`src/rtl/rtc_set_ctrl_if.sv`:
```
// rtl/rtc_set_ctrl_if.sv - key, DS1302 driver and display signals of the time-set controller
interface rtc_set_ctrl_if;
    logic       key_mode;
    logic       key_next;
    logic       key_up;
    logic       key_down;
    logic [7:0] rd_hour;
    logic [7:0] rd_minute;
    logic [7:0] rd_second;
    logic [7:0] wr_hour;
    logic [7:0] wr_minute;
    logic [7:0] wr_second;
    logic       wr_req;
    logic       wr_ack;
    logic       rtc_halt;
    logic [1:0] edit_field;
    logic [5:0] blink_mask;

    modport master (
        input  key_mode, key_next, key_up, key_down,
        input  rd_hour, rd_minute, rd_second, wr_ack,
        output wr_hour, wr_minute, wr_second, wr_req,
        output rtc_halt, edit_field, blink_mask
    );

    modport slave (
        output key_mode, key_next, key_up, key_down,
        output rd_hour, rd_minute, rd_second, wr_ack,
        input  wr_hour, wr_minute, wr_second, wr_req,
        input  rtc_halt, edit_field, blink_mask
    );
endinterface

```
`src/rtl/rtc_set_ctrl.sv`:
```
// rtl/rtc_set_ctrl.sv - DS1302 time-set edit session: capture, BCD edit, commit handshake, blink
module rtc_set_ctrl #(
    parameter int BLINK_CNT = 12_499_999
) (
    input  logic          clk,
    input  logic          rst_n,
    rtc_set_ctrl_if.master bus
);
    localparam int CW = ($clog2(BLINK_CNT + 1) > 24) ? $clog2(BLINK_CNT + 1) : 24;

    typedef enum logic [1:0] {
        S_IDLE   = 2'd0,
        S_EDIT   = 2'd1,
        S_COMMIT = 2'd2
    } state_t;

    state_t        state_q, state_d;
    logic [7:0]    hour_q, hour_d;
    logic [7:0]    minute_q, minute_d;
    logic [7:0]    second_q, second_d;
    logic          wr_req_q, wr_req_d;
    logic          halt_q, halt_d;
    logic [1:0]    field_q, field_d;
    logic [5:0]    mask_q, mask_d;
    logic [CW-1:0] cnt_q, cnt_d;
    logic          phase_q, phase_d;

    // Out-of-range or non-BCD values snap to 00 going up and to max going down.
    function automatic logic bcd_bad(input logic [7:0] v, input logic [7:0] max);
        return (v[7:4] > 4'd9) || (v[3:0] > 4'd9) || (v > max);
    endfunction

    function automatic logic [7:0] bcd_inc(input logic [7:0] v, input logic [7:0] max);
        if (bcd_bad(v, max) || v == max) return 8'h00;
        if (v[3:0] == 4'd9)              return {v[7:4] + 4'd1, 4'd0};
        return {v[7:4], v[3:0] + 4'd1};
    endfunction

    function automatic logic [7:0] bcd_dec(input logic [7:0] v, input logic [7:0] max);
        if (bcd_bad(v, max) || v == 8'h00) return max;
        if (v[3:0] == 4'd0)                return {v[7:4] - 4'd1, 4'd9};
        return {v[7:4], v[3:0] - 4'd1};
    endfunction

    function automatic logic [5:0] field_mask(input logic [1:0] f);
        case (f)
            2'd1:    return 6'b110000;
            2'd2:    return 6'b001100;
            2'd3:    return 6'b000011;
            default: return 6'b000000;
        endcase
    endfunction

    always_comb begin
        state_d  = state_q;
        hour_d   = hour_q;
        minute_d = minute_q;
        second_d = second_q;
        wr_req_d = wr_req_q;
        halt_d   = halt_q;
        field_d  = field_q;
        cnt_d    = '0;
        phase_d  = 1'b0;

        case (state_q)
            S_IDLE: begin
                wr_req_d = 1'b0;
                halt_d   = 1'b0;
                field_d  = 2'd0;
                if (bus.key_mode) begin
                    hour_d   = {2'b00, bus.rd_hour[5:0]};
                    minute_d = {1'b0, bus.rd_minute[6:0]};
                    second_d = {1'b0, bus.rd_second[6:0]};
                    halt_d   = 1'b1;
                    field_d  = 2'd1;
                    state_d  = S_EDIT;
                end
            end
            S_EDIT: begin
                // Free-running blink; any edit key below restarts it visible.
                if (cnt_q == CW'(BLINK_CNT)) begin
                    cnt_d   = '0;
                    phase_d = ~phase_q;
                end else begin
                    cnt_d   = cnt_q + CW'(1);
                    phase_d = phase_q;
                end
                if (bus.key_mode) begin
                    wr_req_d = 1'b1;
                    state_d  = S_COMMIT;
                end else if (bus.key_next) begin
                    field_d = (field_q == 2'd3) ? 2'd1 : field_q + 2'd1;
                    cnt_d   = '0;
                    phase_d = 1'b0;
                end else if (bus.key_up || bus.key_down) begin
                    cnt_d   = '0;
                    phase_d = 1'b0;
                    if (bus.key_up != bus.key_down) begin
                        case (field_q)
                            2'd1: hour_d   = bus.key_up ? bcd_inc(hour_q, 8'h23)   : bcd_dec(hour_q, 8'h23);
                            2'd2: minute_d = bus.key_up ? bcd_inc(minute_q, 8'h59) : bcd_dec(minute_q, 8'h59);
                            2'd3: second_d = bus.key_up ? bcd_inc(second_q, 8'h59) : bcd_dec(second_q, 8'h59);
                            default: ;
                        endcase
                    end
                end
            end
            S_COMMIT: begin
                if (bus.wr_ack) begin
                    wr_req_d = 1'b0;
                    halt_d   = 1'b0;
                    field_d  = 2'd0;
                    state_d  = S_IDLE;
                end
            end
            default: state_d = S_IDLE;
        endcase

        mask_d = (state_d == S_EDIT && phase_d) ? field_mask(field_d) : 6'b000000;
    end

    always_ff @(posedge clk or negedge rst_n) begin
        if (!rst_n) begin
            state_q  <= S_IDLE;
            hour_q   <= 8'h00;
            minute_q <= 8'h00;
            second_q <= 8'h00;
            wr_req_q <= 1'b0;
            halt_q   <= 1'b0;
            field_q  <= 2'd0;
            mask_q   <= 6'b000000;
            cnt_q    <= '0;
            phase_q  <= 1'b0;
        end else begin
            state_q  <= state_d;
            hour_q   <= hour_d;
            minute_q <= minute_d;
            second_q <= second_d;
            wr_req_q <= wr_req_d;
            halt_q   <= halt_d;
            field_q  <= field_d;
            mask_q   <= mask_d;
            cnt_q    <= cnt_d;
            phase_q  <= phase_d;
        end
    end

    assign bus.wr_hour    = hour_q;
    assign bus.wr_minute  = minute_q;
    assign bus.wr_second  = second_q;
    assign bus.wr_req     = wr_req_q;
    assign bus.rtc_halt   = halt_q;
    assign bus.edit_field = field_q;
    assign bus.blink_mask = mask_q;
endmodule
```
`src/flat_wrapper.sv`:
```
// flat-port wrapper written by rule: the top's interface ports become plain ports
module rtc_set_ctrl_flat 
#(
    parameter int BLINK_CNT = 12_499_999
)
  (clk, rst_n, bus_key_mode, bus_key_next, bus_key_up, bus_key_down, bus_rd_hour, bus_rd_minute, bus_rd_second, bus_wr_ack, bus_wr_hour, bus_wr_minute, bus_wr_second, bus_wr_req, bus_rtc_halt, bus_edit_field, bus_blink_mask);
  rtc_set_ctrl_if bus_i ();
  input  logic clk;
  input  logic rst_n;
  input wire logic [$bits(bus_i.key_mode)-1:0] bus_key_mode;
  input wire logic [$bits(bus_i.key_next)-1:0] bus_key_next;
  input wire logic [$bits(bus_i.key_up)-1:0] bus_key_up;
  input wire logic [$bits(bus_i.key_down)-1:0] bus_key_down;
  input wire logic [$bits(bus_i.rd_hour)-1:0] bus_rd_hour;
  input wire logic [$bits(bus_i.rd_minute)-1:0] bus_rd_minute;
  input wire logic [$bits(bus_i.rd_second)-1:0] bus_rd_second;
  input wire logic [$bits(bus_i.wr_ack)-1:0] bus_wr_ack;
  output wire logic [$bits(bus_i.wr_hour)-1:0] bus_wr_hour;
  output wire logic [$bits(bus_i.wr_minute)-1:0] bus_wr_minute;
  output wire logic [$bits(bus_i.wr_second)-1:0] bus_wr_second;
  output wire logic [$bits(bus_i.wr_req)-1:0] bus_wr_req;
  output wire logic [$bits(bus_i.rtc_halt)-1:0] bus_rtc_halt;
  output wire logic [$bits(bus_i.edit_field)-1:0] bus_edit_field;
  output wire logic [$bits(bus_i.blink_mask)-1:0] bus_blink_mask;
  assign bus_i.key_mode = bus_key_mode;
  assign bus_i.key_next = bus_key_next;
  assign bus_i.key_up = bus_key_up;
  assign bus_i.key_down = bus_key_down;
  assign bus_i.rd_hour = bus_rd_hour;
  assign bus_i.rd_minute = bus_rd_minute;
  assign bus_i.rd_second = bus_rd_second;
  assign bus_i.wr_ack = bus_wr_ack;
  assign bus_wr_hour = bus_i.wr_hour;
  assign bus_wr_minute = bus_i.wr_minute;
  assign bus_wr_second = bus_i.wr_second;
  assign bus_wr_req = bus_i.wr_req;
  assign bus_rtc_halt = bus_i.rtc_halt;
  assign bus_edit_field = bus_i.edit_field;
  assign bus_blink_mask = bus_i.blink_mask;
  rtc_set_ctrl #(.BLINK_CNT(BLINK_CNT)) u_core (.clk(clk), .rst_n(rst_n), .bus(bus_i));
endmodule
```
`config.mk`:
```
export PLATFORM = sky130hd
export DESIGN_NAME = rtc_set_ctrl_flat
export DESIGN_NICKNAME = d
export VERILOG_FILES = /design/src/rtl/rtc_set_ctrl_if.sv /design/src/rtl/rtc_set_ctrl.sv /design/src/flat_wrapper.sv
export SDC_FILE = /design/constraint.sdc
export NUM_CORES = 1
export LEC_CHECK = 0
export ABC_AREA = 1
export BUFFER_PORTS_ARGS = -buffer_cell sky130_fd_sc_hd__clkbuf_2
export CORE_MARGIN = 2
export CORE_UTILIZATION = 58
export DETAILED_ROUTE_END_ITERATION = 10
export PLACE_DENSITY = 0.88
export SYNTH_ARGS = -nofsm -noshare
export SYNTH_HDL_FRONTEND = slang
export SYNTH_SLANG_ARGS = --single-unit
```
`constraint.sdc`:
```
create_clock -name clk -period 2.2 [get_ports clk]
set_input_delay 0.44 -clock clk [delete_from_list [all_inputs] [get_ports clk]]
set_output_delay 0.44 -clock clk [all_outputs]
set_load 0.02 [all_outputs]
```
; ---- After elaboration in Yosys (flattened, before gate mapping)
; Cells that the tools add are included.
[op_classes]
add_sub_neg = 14
magnitude_cmp = 9
eq_ne = 33
muxes = 165
bitwise_logic = 1
n_reduce_logical = 32
[ops]
columns = cell, n
row1 = $mux 8, 45
row2 = $mux 24, 5
row3 = $mux 1, 99
row4 = $pmux 8 s2, 3
row5 = $reduce_and 9->1, 3
row6 = $add 24x1->24 const B, 1
row7 = $add 4x1->4 const B, 6
row8 = $eq 24x24->1 const B, 1
row9 = $gt 4x4->1 const B, 6
row10 = $logic_not 8->1, 3
row11 = $ne 4x2->1 const B, 6
row12 = $sub 4x1->4 const B, 6
row13 = $reduce_and 7->1, 3
row14 = $pmux 6 s3, 1
row15 = $eq 8x7->1 const B, 2
row16 = $gt 8x7->1 const B, 2
row17 = $mux 2, 7
row18 = $ne 2x2->1 const B, 7
row19 = $logic_or 1x1->1, 13
row20 = $eq 4x4->1 const B, 3
row21 = $logic_not 4->1, 3
row22 = $pmux 2 s3, 2
row23 = $eq 2x2->1 const B, 5
row24 = $eq 2x1->1 const B, 4
row25 = 15 further kinds, 18
[totals]
regBits = 61
output_inout_bits = 34
wordCells = 267

; ---- Longest topological paths before layout
; Gate-level depths: netlist (run 1).
[depth]
depth_word = 27
mapped_depth = 14
ltp_nobuf = 14

; ---- Least setup slack after synthesis (run 1)
; Ideal clock, no wire load.
[synth_timing]
path_type = register to register
from = register u_core.hour_q[4], in the netlist u_core.bus.wr_hour[4]
to = register u_core.hour_q[6], in the netlist u_core.bus.wr_hour[6]
setup_ns = 0.123
arrival_time_ns = 1.649
required_time_ns = 2.077
path_slack_ns = 0.427
stages_incl_launch_ff = 12
period_less_slack_ns = 1.773
path_cell_list = dfrtp_1 -> inv_1 -> ha_1 -> inv_1 -> nor2_1 -> nand2_1 -> a21oi_2 -> nand2_2 -> nor3_4 -> nor2_4 -> nand2_1 -> o21ai_1
[synth_between]
elab_chain_cells = 19
elab_cells_between_ends = 40
[synth_lines]
columns = element, line_no
row1 = "start, declared", rtc_set_ctrl.sv:18  ; logic [7:0] hour_q, hour_d;
row2 = "start signal, assigned", rtc_set_ctrl.sv:136  ; hour_q <= hour_d;
row3 = "parallel branches: the longest is 19 deep, another holds $gt 8x6->1", --
; Several ways; the timed one is not identified. The select of a mux whose other input is x is not followed.
; A chain may end at the register's enable or synchronous reset.

; ---- Worst setup path in the final report (run 1)
[layout_timing]
from = register u_core.minute_q[4], in the netlist u_core.bus.wr_minute[4]
to = register u_core.minute_q[4], in the netlist u_core.bus.wr_minute[4]
[layout_between]
elab_chain_cells = 19
elab_cells_between_ends = 40
[layout_lines]
columns = element, line_no
row1 = "start, declared", rtc_set_ctrl.sv:19  ; logic [7:0] minute_q, minute_d;
row2 = "start signal, assigned", rtc_set_ctrl.sv:137  ; minute_q <= minute_d;
row3 = "parallel branches: the longest is 19 deep, another holds $gt 8x7->1", --
; Several ways; the timed one is not identified. The select of a mux whose other input is x is not followed.

==> results of run 1 <==
[layout make-up]
cell class,instances,area share
tap,99,0.0250
multi-input combinational,454,0.497
sequential,58,0.293
clock buffer,11,0.0306
inverter,89,0.0708
clock inverter,5,0.0106
timing repair buffer,66,0.0723
[sequential cells by signal (all words and copies together) (netlist names)]
name and flops:
u_core.bus.wr_hour 8, u_core.state_q 2, u_core.bus.wr_second 8, u_core.bus.wr_minute 8, u_core.cnt_q 24, u_core.bus.blink_mask 3, u_core.bus.rtc_halt 1, u_core.bus.edit_field 2
u_core.bus.wr_req 1, u_core.phase_q 1
[path summary, 6_finish.rpt]
| kind | cells after the start | endpoint | slack [ps] |
|---|---|---|---|
| max in group asynchronous | 2 | u_core.bus.wr_hour[6]$_DFFE_PN0P_ | 1850 |
| worst min-delay path | 2 | u_core.cnt_q[6]$_DFF_PN0_ | 90 |
| worst max register to register | 10 | u_core.bus.wr_minute[4]$_DFFE_PN0P_ | 180 |
| worst max-delay path | 10 | u_core.bus.wr_minute[4]$_DFFE_PN0P_ | 180 |
| min in group clk | 4 | u_core.state_q[1]$_DFF_PN0_ | 390 |
| worst min register to register | 1 | u_core.cnt_q[23]$_DFF_PN0_ | 460 |
[cells in the mapped netlist, types with 2 or more instances]
| master | instances | area [um2] |
|---|---|---|
| nor2_1 | 71 | 267 |
| nor3_1 | 17 | 85.1 |
| a21oi_1 | 34 | 170 |
| buf_4 | 3 | 22.5 |
| clkbuf_1 | 2 | 7.51 |
| clkinv_4 | 3 | 26.3 |
| nor3_2 | 2 | 20.0 |
| o211ai_1 | 3 | 22.5 |
| inv_1 | 75 | 282 |
| buf_2 | 3 | 15.0 |
| or2_2 | 4 | 25.0 |
| buf_6 | 2 | 22.5 |
| nand3_2 | 3 | 30.0 |
| o21ai_2 | 2 | 17.5 |
| nand4_1 | 8 | 50.1 |
| nor2_4 | 9 | 101 |
| o21ai_1 | 9 | 45.0 |
| dfrtp_1 | 58 | 1450 |
| nand2_4 | 3 | 33.8 |
| nand3_1 | 54 | 270 |
| o21ai_0 | 23 | 115 |
| ha_1 | 16 | 200 |
| nand2_1 | 144 | 541 |
| nand3b_4 | 2 | 40.0 |
| xor2_1 | 15 | 131 |
| nor2_2 | 11 | 68.8 |
| inv_2 | 10 | 37.5 |
| nand2_2 | 7 | 43.8 |
[layout by cell type (no fill, tap or decap), types with 3 or more instances in the layout]
cell,instances
ha_1,16
nand4_1,8
nor3_1,17
inv_2,10
a21oi_1,34
dfrtp_1,58
nand2_4,3
o21ai_0,23
o21ai_1,9
nand3_2,3
nor2_1,71
nand3_1,54
o211ai_1,3
clkinv_4,3
clkbuf_8,11
nor2_2,11
nand2_2,7
nand2_1,144
buf_4,5
clkinv_2,4
or2_2,4
clkbuf_2,60
xor2_1,15
nor2_4,9
inv_1,75
[kinds of logic after synthesis]
group,synth area share
AO/OA/AOI/OAI,0.109
XOR/XNOR,0.0324
adder cells (fa/ha/maj),0.0462
buffers and inverters,0.0965
flip-flops,0.335
AND/OR/NAND/NOR,0.381
[routing by layer]
metal,wire length (um),vias to the layer above,share of wire
li1,-,2092,-
met1,4380,1979,0.42
met2,5210,189,0.50
met3,667,23,0.064
met4,215,0,0.021
met5,0,-,0
[report_power, final]
part	internal, mW	switching, mW
logic	1.16	2.40
clock network	0.578	0.441
registers	1.32	0.362
[metrics by stage]
step           std cells  cell area, um2  power [mW]  utilization
2_1_floorplan        611            4330        4.36            -
3_3_place_gp         766            4740        5.07        0.654
3_5_place_dp         766            4740        5.20        0.654
4_1_cts              782            4950        6.24        0.682
5_1_grt              782            4950        6.76        0.682
6_report             782            4950        6.25        0.682
[critical path, delay by kind of cell (launching register included)]
kind	cells	cell delay, ps
buffers and inverters	1	150
AOI/OAI and AO/OA	1	60
DFF	1	440
adders and majority gates	1	180
and+or+nand+nor	7	1130
==> flow_summary.yaml, run 1 <==
status:
  outcome: "complete, no violations"
timing:
  grt_setup_unrepaired: "false"
  fmax_mhz: 495
  finalSetupViolCount: 0
  hold_slack_ps: 87.2
  finalMaxSlewViolations: 0
  worst_slack_ps: 178
  period_minus_slack_ps: 2020
  hold_viol: 0
  period_share: 0.919
  finalSetupTns_ps: 0
  slew_headroom: 0.602
  skew_ps: 14.4
  tightest_slew_ps: 592
global_routing:
  grt_max_degree: 59
  antenna_found_initial: 0
  grt_use_met2: 0.462
  use_met3: 0.0384
  grt_pass1_wl_um: 18000
  busiest_layer: "met2"
  grtUsageTotal: 0.265
  grt_pass1_vias: 4096
  grt-ovfl-total: 0
  use_met1: 0.328
synth:
  synth-async-reset-ratio: 1.00
  yosysWarningCount: 0
  synth_fp_nets: 658
  ys_types: 46
  synthFlopType: "dfrtp_1"
  yosysSeqAreaShare: 0.335
  avgSynthCellArea_um2: 7.09
  synth_edf_count: 0
  yosys_register_bits: 58
  syn_inst: 611
  syn-cell-area_mm2: 0.00433
cells_and_area:
  seq_area_mm2: 0.00145
  fillers: 600
  multi_input_comb_area_mm2: 0.00246
  diodes: 0
  fin_nets: 725
  area_delta_synth_final_pct: 14.3
  drive_gt1_frac: 0.212
detailed_routing:
  drc: 0
  drt_iter0_markers: 267
  viasPerCell: 5.48
  antenna_left: 0
  num_vias: 4283
  wl_um: 10500
  routedWlPerCell_um: 13.4
  firstDrtPassIters: 6
clock_tree:
  clk_pin_slew_ps: 80
  htree_levels: 3
  cts_setup_buffers: 0
  insertion_delay_ps: 350
  cts_buffers: 9
  clock_path_buffers: 2
  cts_tree: "done"
  ctsHoldBuffers: 0
  clockRootBuffer: "clkbuf_8"
  cts-resized-gates: 0
  cts_sinks: 58
placement:
  pre_cts_ws_ps: 215
  hpwl_um: 7850
  io_buffers: 60
  gp_congestion: 0.977
worst_setup_path:
  critical-path-slowest-cell: "nor3_1"
  crit_arrival_ps: 2300
  crit_chain: "inv_1, ha_1, nand2_1, nand3_1, nand2_1, nor3_1, nand3_1, nand3_1, nand2_1, o21ai_1"
  cp_max_fo: 5
  r2r_start: "u_core.bus.wr_minute[4]$_DFFE_PN0P_"
  path_class: "reg -> reg"
  cp_slowest_stage_delay_ps: 510
  worstSetupStartpointType: "flip-flop"
  critPathRequiredTime_ps: 2480
  startpoint: "u_core.bus.wr_minute[4]$_DFFE_PN0P_"
  end_kind: "flip-flop"
floorplan:
  die_area_mm2: 0.00817
  start_util: 0.597
  pin_count: 65
  core_area_mm2: 0.00725
  die_h_um: 90.4
  row_count: 31
  die_w_um: 90.4
power_and_ir_drop:
  peakVddDrop_v: 0.000797
  leakagePower_nw: 2.46
  power_density_mw_per_mm2: 1260
job:
  maxCapViolations: 0
hold_path:
  hp-class: "in -> async"
Note: power is estimated with default switching activity, not from simulation.
==> run 2, diff against run 1 <==
--- a/config.mk
+++ b/config.mk
@@ -8,9 +8,10 @@
 export ABC_AREA = 1
 export BUFFER_PORTS_ARGS = -buffer_cell sky130_fd_sc_hd__clkbuf_2
 export CORE_MARGIN = 2
-export CORE_UTILIZATION = 58
+export CORE_UTILIZATION = 40
 export DETAILED_ROUTE_END_ITERATION = 10
-export PLACE_DENSITY = 0.88
+export PLACE_DENSITY = 0.66
+export SLEW_MARGIN = 25
 export SYNTH_ARGS = -nofsm -noshare
 export SYNTH_HDL_FRONTEND = slang
 export SYNTH_SLANG_ARGS = --single-unit
==> run 2 against run 1 <==
Critical path depth up 1. Final cell count increased by 4.6%. Worst setup slack better by 91 ps. Sequential cell count unchanged. Global-route usage fell by 7.8 points. Fmax rose by 4.7%. Clock power up 12%. Register-to-register slack better by 90 ps. Via count decreased by 5.3%. Hold slack worse by 36 ps. Largest cell class unchanged. Largest power group unchanged.
==> flow_summary.yaml, run 2 (synthesis results as in run 1) <==
clock_tree:
  clockRootBuffer: "clkbuf_8"
  cts_buffers: 9
  cts_setup_buffers: 0
  clock_path_buffers: 2
  htree_levels: 3
  clk_pin_slew_ps: 70
  cts_tree: "done"
  cts-resized-gates: 0
  insertion_delay_ps: 340
  cts_sinks: 58
  ctsHoldBuffers: 0
worst_setup_path:
  worstSetupStartpointType: "flip-flop"
  r2r_cells: 11
  cp_max_fo: 5
  end_kind: "flip-flop"
  r2r_start: "u_core.bus.wr_hour[4]$_DFFE_PN0P_"
  crit_arrival_ps: 2160
  cp_slowest_stage_delay_ps: 420
  crit_chain: "inv_1, ha_1, inv_1, nor2_1, nand2_1, a21oi_2, nand2_2, o21ai_0, nand2_1, nor2_1, nor2_1"
  startpoint: "u_core.bus.wr_hour[4]$_DFFE_PN0P_"
  path_class: "reg -> reg"
  crit_top_cell: "nor2_1"
  ff2ff_setup_slack_ps: 270
  crit_buf_inv: 2
  reg2reg_to: "u_core.bus.wr_hour[1]$_DFFE_PN0P_"
  critPathRequiredTime_ps: 2430
  crit_family: "simple AND/OR/NAND/NOR gates"
  critical-path-slowest-cell: "dfrtp_1"
placement:
  io_buffers: 60
  dp_cells: 804
  gp_congestion: 0.940
  postPlaceCellArea_mm2: 0.00479
  hpwl_um: 7900
cells_and_area:
  final_cells: 818
  fin_nets: 726
  multi_input_comb_area_mm2: 0.00246
  regMostFlops: "u_core.cnt_q"
  fillers: 1050
  diodes: 0
  final_common_cell: "nand2_1"
  mostFrequentLayoutCells: "nand2_1, inv_1, nor2_1, clkbuf_2, dfrtp_1"
  drive_gt1_frac: 0.211
  largest_reg_flops: 24
  seq_area_mm2: 0.00145
  area_delta_synth_final_pct: 15.7
  stdcell_area_mm2: 0.00501
floorplan:
  pin_count: 65
  die_w_um: 108
  die_h_um: 108
  start_util: 0.416
  die_area_mm2: 0.0117
  core_area_mm2: 0.0104
  row_count: 37
detailed_routing:
  wl_um: 10100
  antenna_left: 0
  num_vias: 4056
  routedWlPerCell_um: 12.3
  firstDrtPassIters: 4
  viasPerCell: 4.96
  drc: 0
  drt_iter0_markers: 234
timing:
  tightest_slew_ps: 511
  finalMaxSlewViolations: 0
  period_minus_slack_ps: 1930
  finalSetupTns_ps: 0
  finalSetupViolCount: 0
  fmax_mhz: 518
  period_share: 0.878
  hold_viol: 0
  slew_headroom: 0.657
  grt_setup_unrepaired: "false"
  skew_ps: 9.35
global_routing:
  grt_max_degree: 23
  grt_pass1_wl_um: 17700
  antenna_found_initial: 0
  grtUsageTotal: 0.187
  grt_pass1_vias: 3975
  grt-ovfl-total: 0
status:
  outcome: "complete, no violations"
power_and_ir_drop:
  leakagePower_nw: 2.47
  power_density_mw_per_mm2: 1260
  peakVddDrop_v: 0.000625
hold_path:
  hp-class: "in -> async"
job:
  maxCapViolations: 0
## run 2: how the worst max path moves through the flow
| stage | end | cells past startpoint | slack [ps] |
|---|---|---|---|
| 3_5_place_dp | u_core.bus.wr_minute[7]$_DFFE_PN0P_ | 12 | 220 |
| 6_report | u_core.bus.wr_hour[1]$_DFFE_PN0P_ | 11 | 270 |
| 3_3_place_gp | u_core.bus.wr_minute[7]$_DFFE_PN0P_ | 12 | 250 |
| 5_1_grt | u_core.bus.wr_hour[1]$_DFFE_PN0P_ | 11 | 20 |
| 4_1_cts | u_core.bus.wr_hour[5]$_DFFE_PN0P_ | 11 | 260 |
| 2_1_floorplan | u_core.bus.wr_hour[6]$_DFFE_PN0P_ | 11 | 430 |
## run 2: routing by layer
layer  global-route usage  vias to the layer above  share of wire  routed length, um
li1                     -                     2094              -                  -
met1                0.242                     1872           0.47               4740
met2                0.316                       84           0.48               4830
met3               0.0386                        6          0.043                429
met4               0.0522                        0         0.0070                 70
met5                    0                        -              0                  0
## run 2: metrics by stage
stage	hold slack [ps]	utilization	worst slack [ps]	total power, mW
6_report	50.9	0.481	269	6.33
5_1_grt	69.9	0.481	21.0	6.94
4_1_cts	55.5	0.481	265	6.38
3_5_place_dp	429	0.459	216	5.21
3_3_place_gp	420	0.459	246	5.14
2_1_floorplan	144	-	427	4.36
## run 2: cell type report
class / count / area share
Clock buffer: 12 / 0.0330
Timing Repair Buffer: 67 / 0.0704
Sequential cell: 58 / 0.290
Clock inverter: 2 / 0.0120
Inverter: 89 / 0.0699
Tap cell: 136 / 0.0340
Multi-Input combinational cell: 454 / 0.491
## run 2: where the power goes
group	leakage, nW	internal, mW	switching, mW
registers	0.760	1.32	0.351
logic	1.60	1.16	2.36
clock network	0.115	0.718	0.422
total	2.47	3.19	3.14
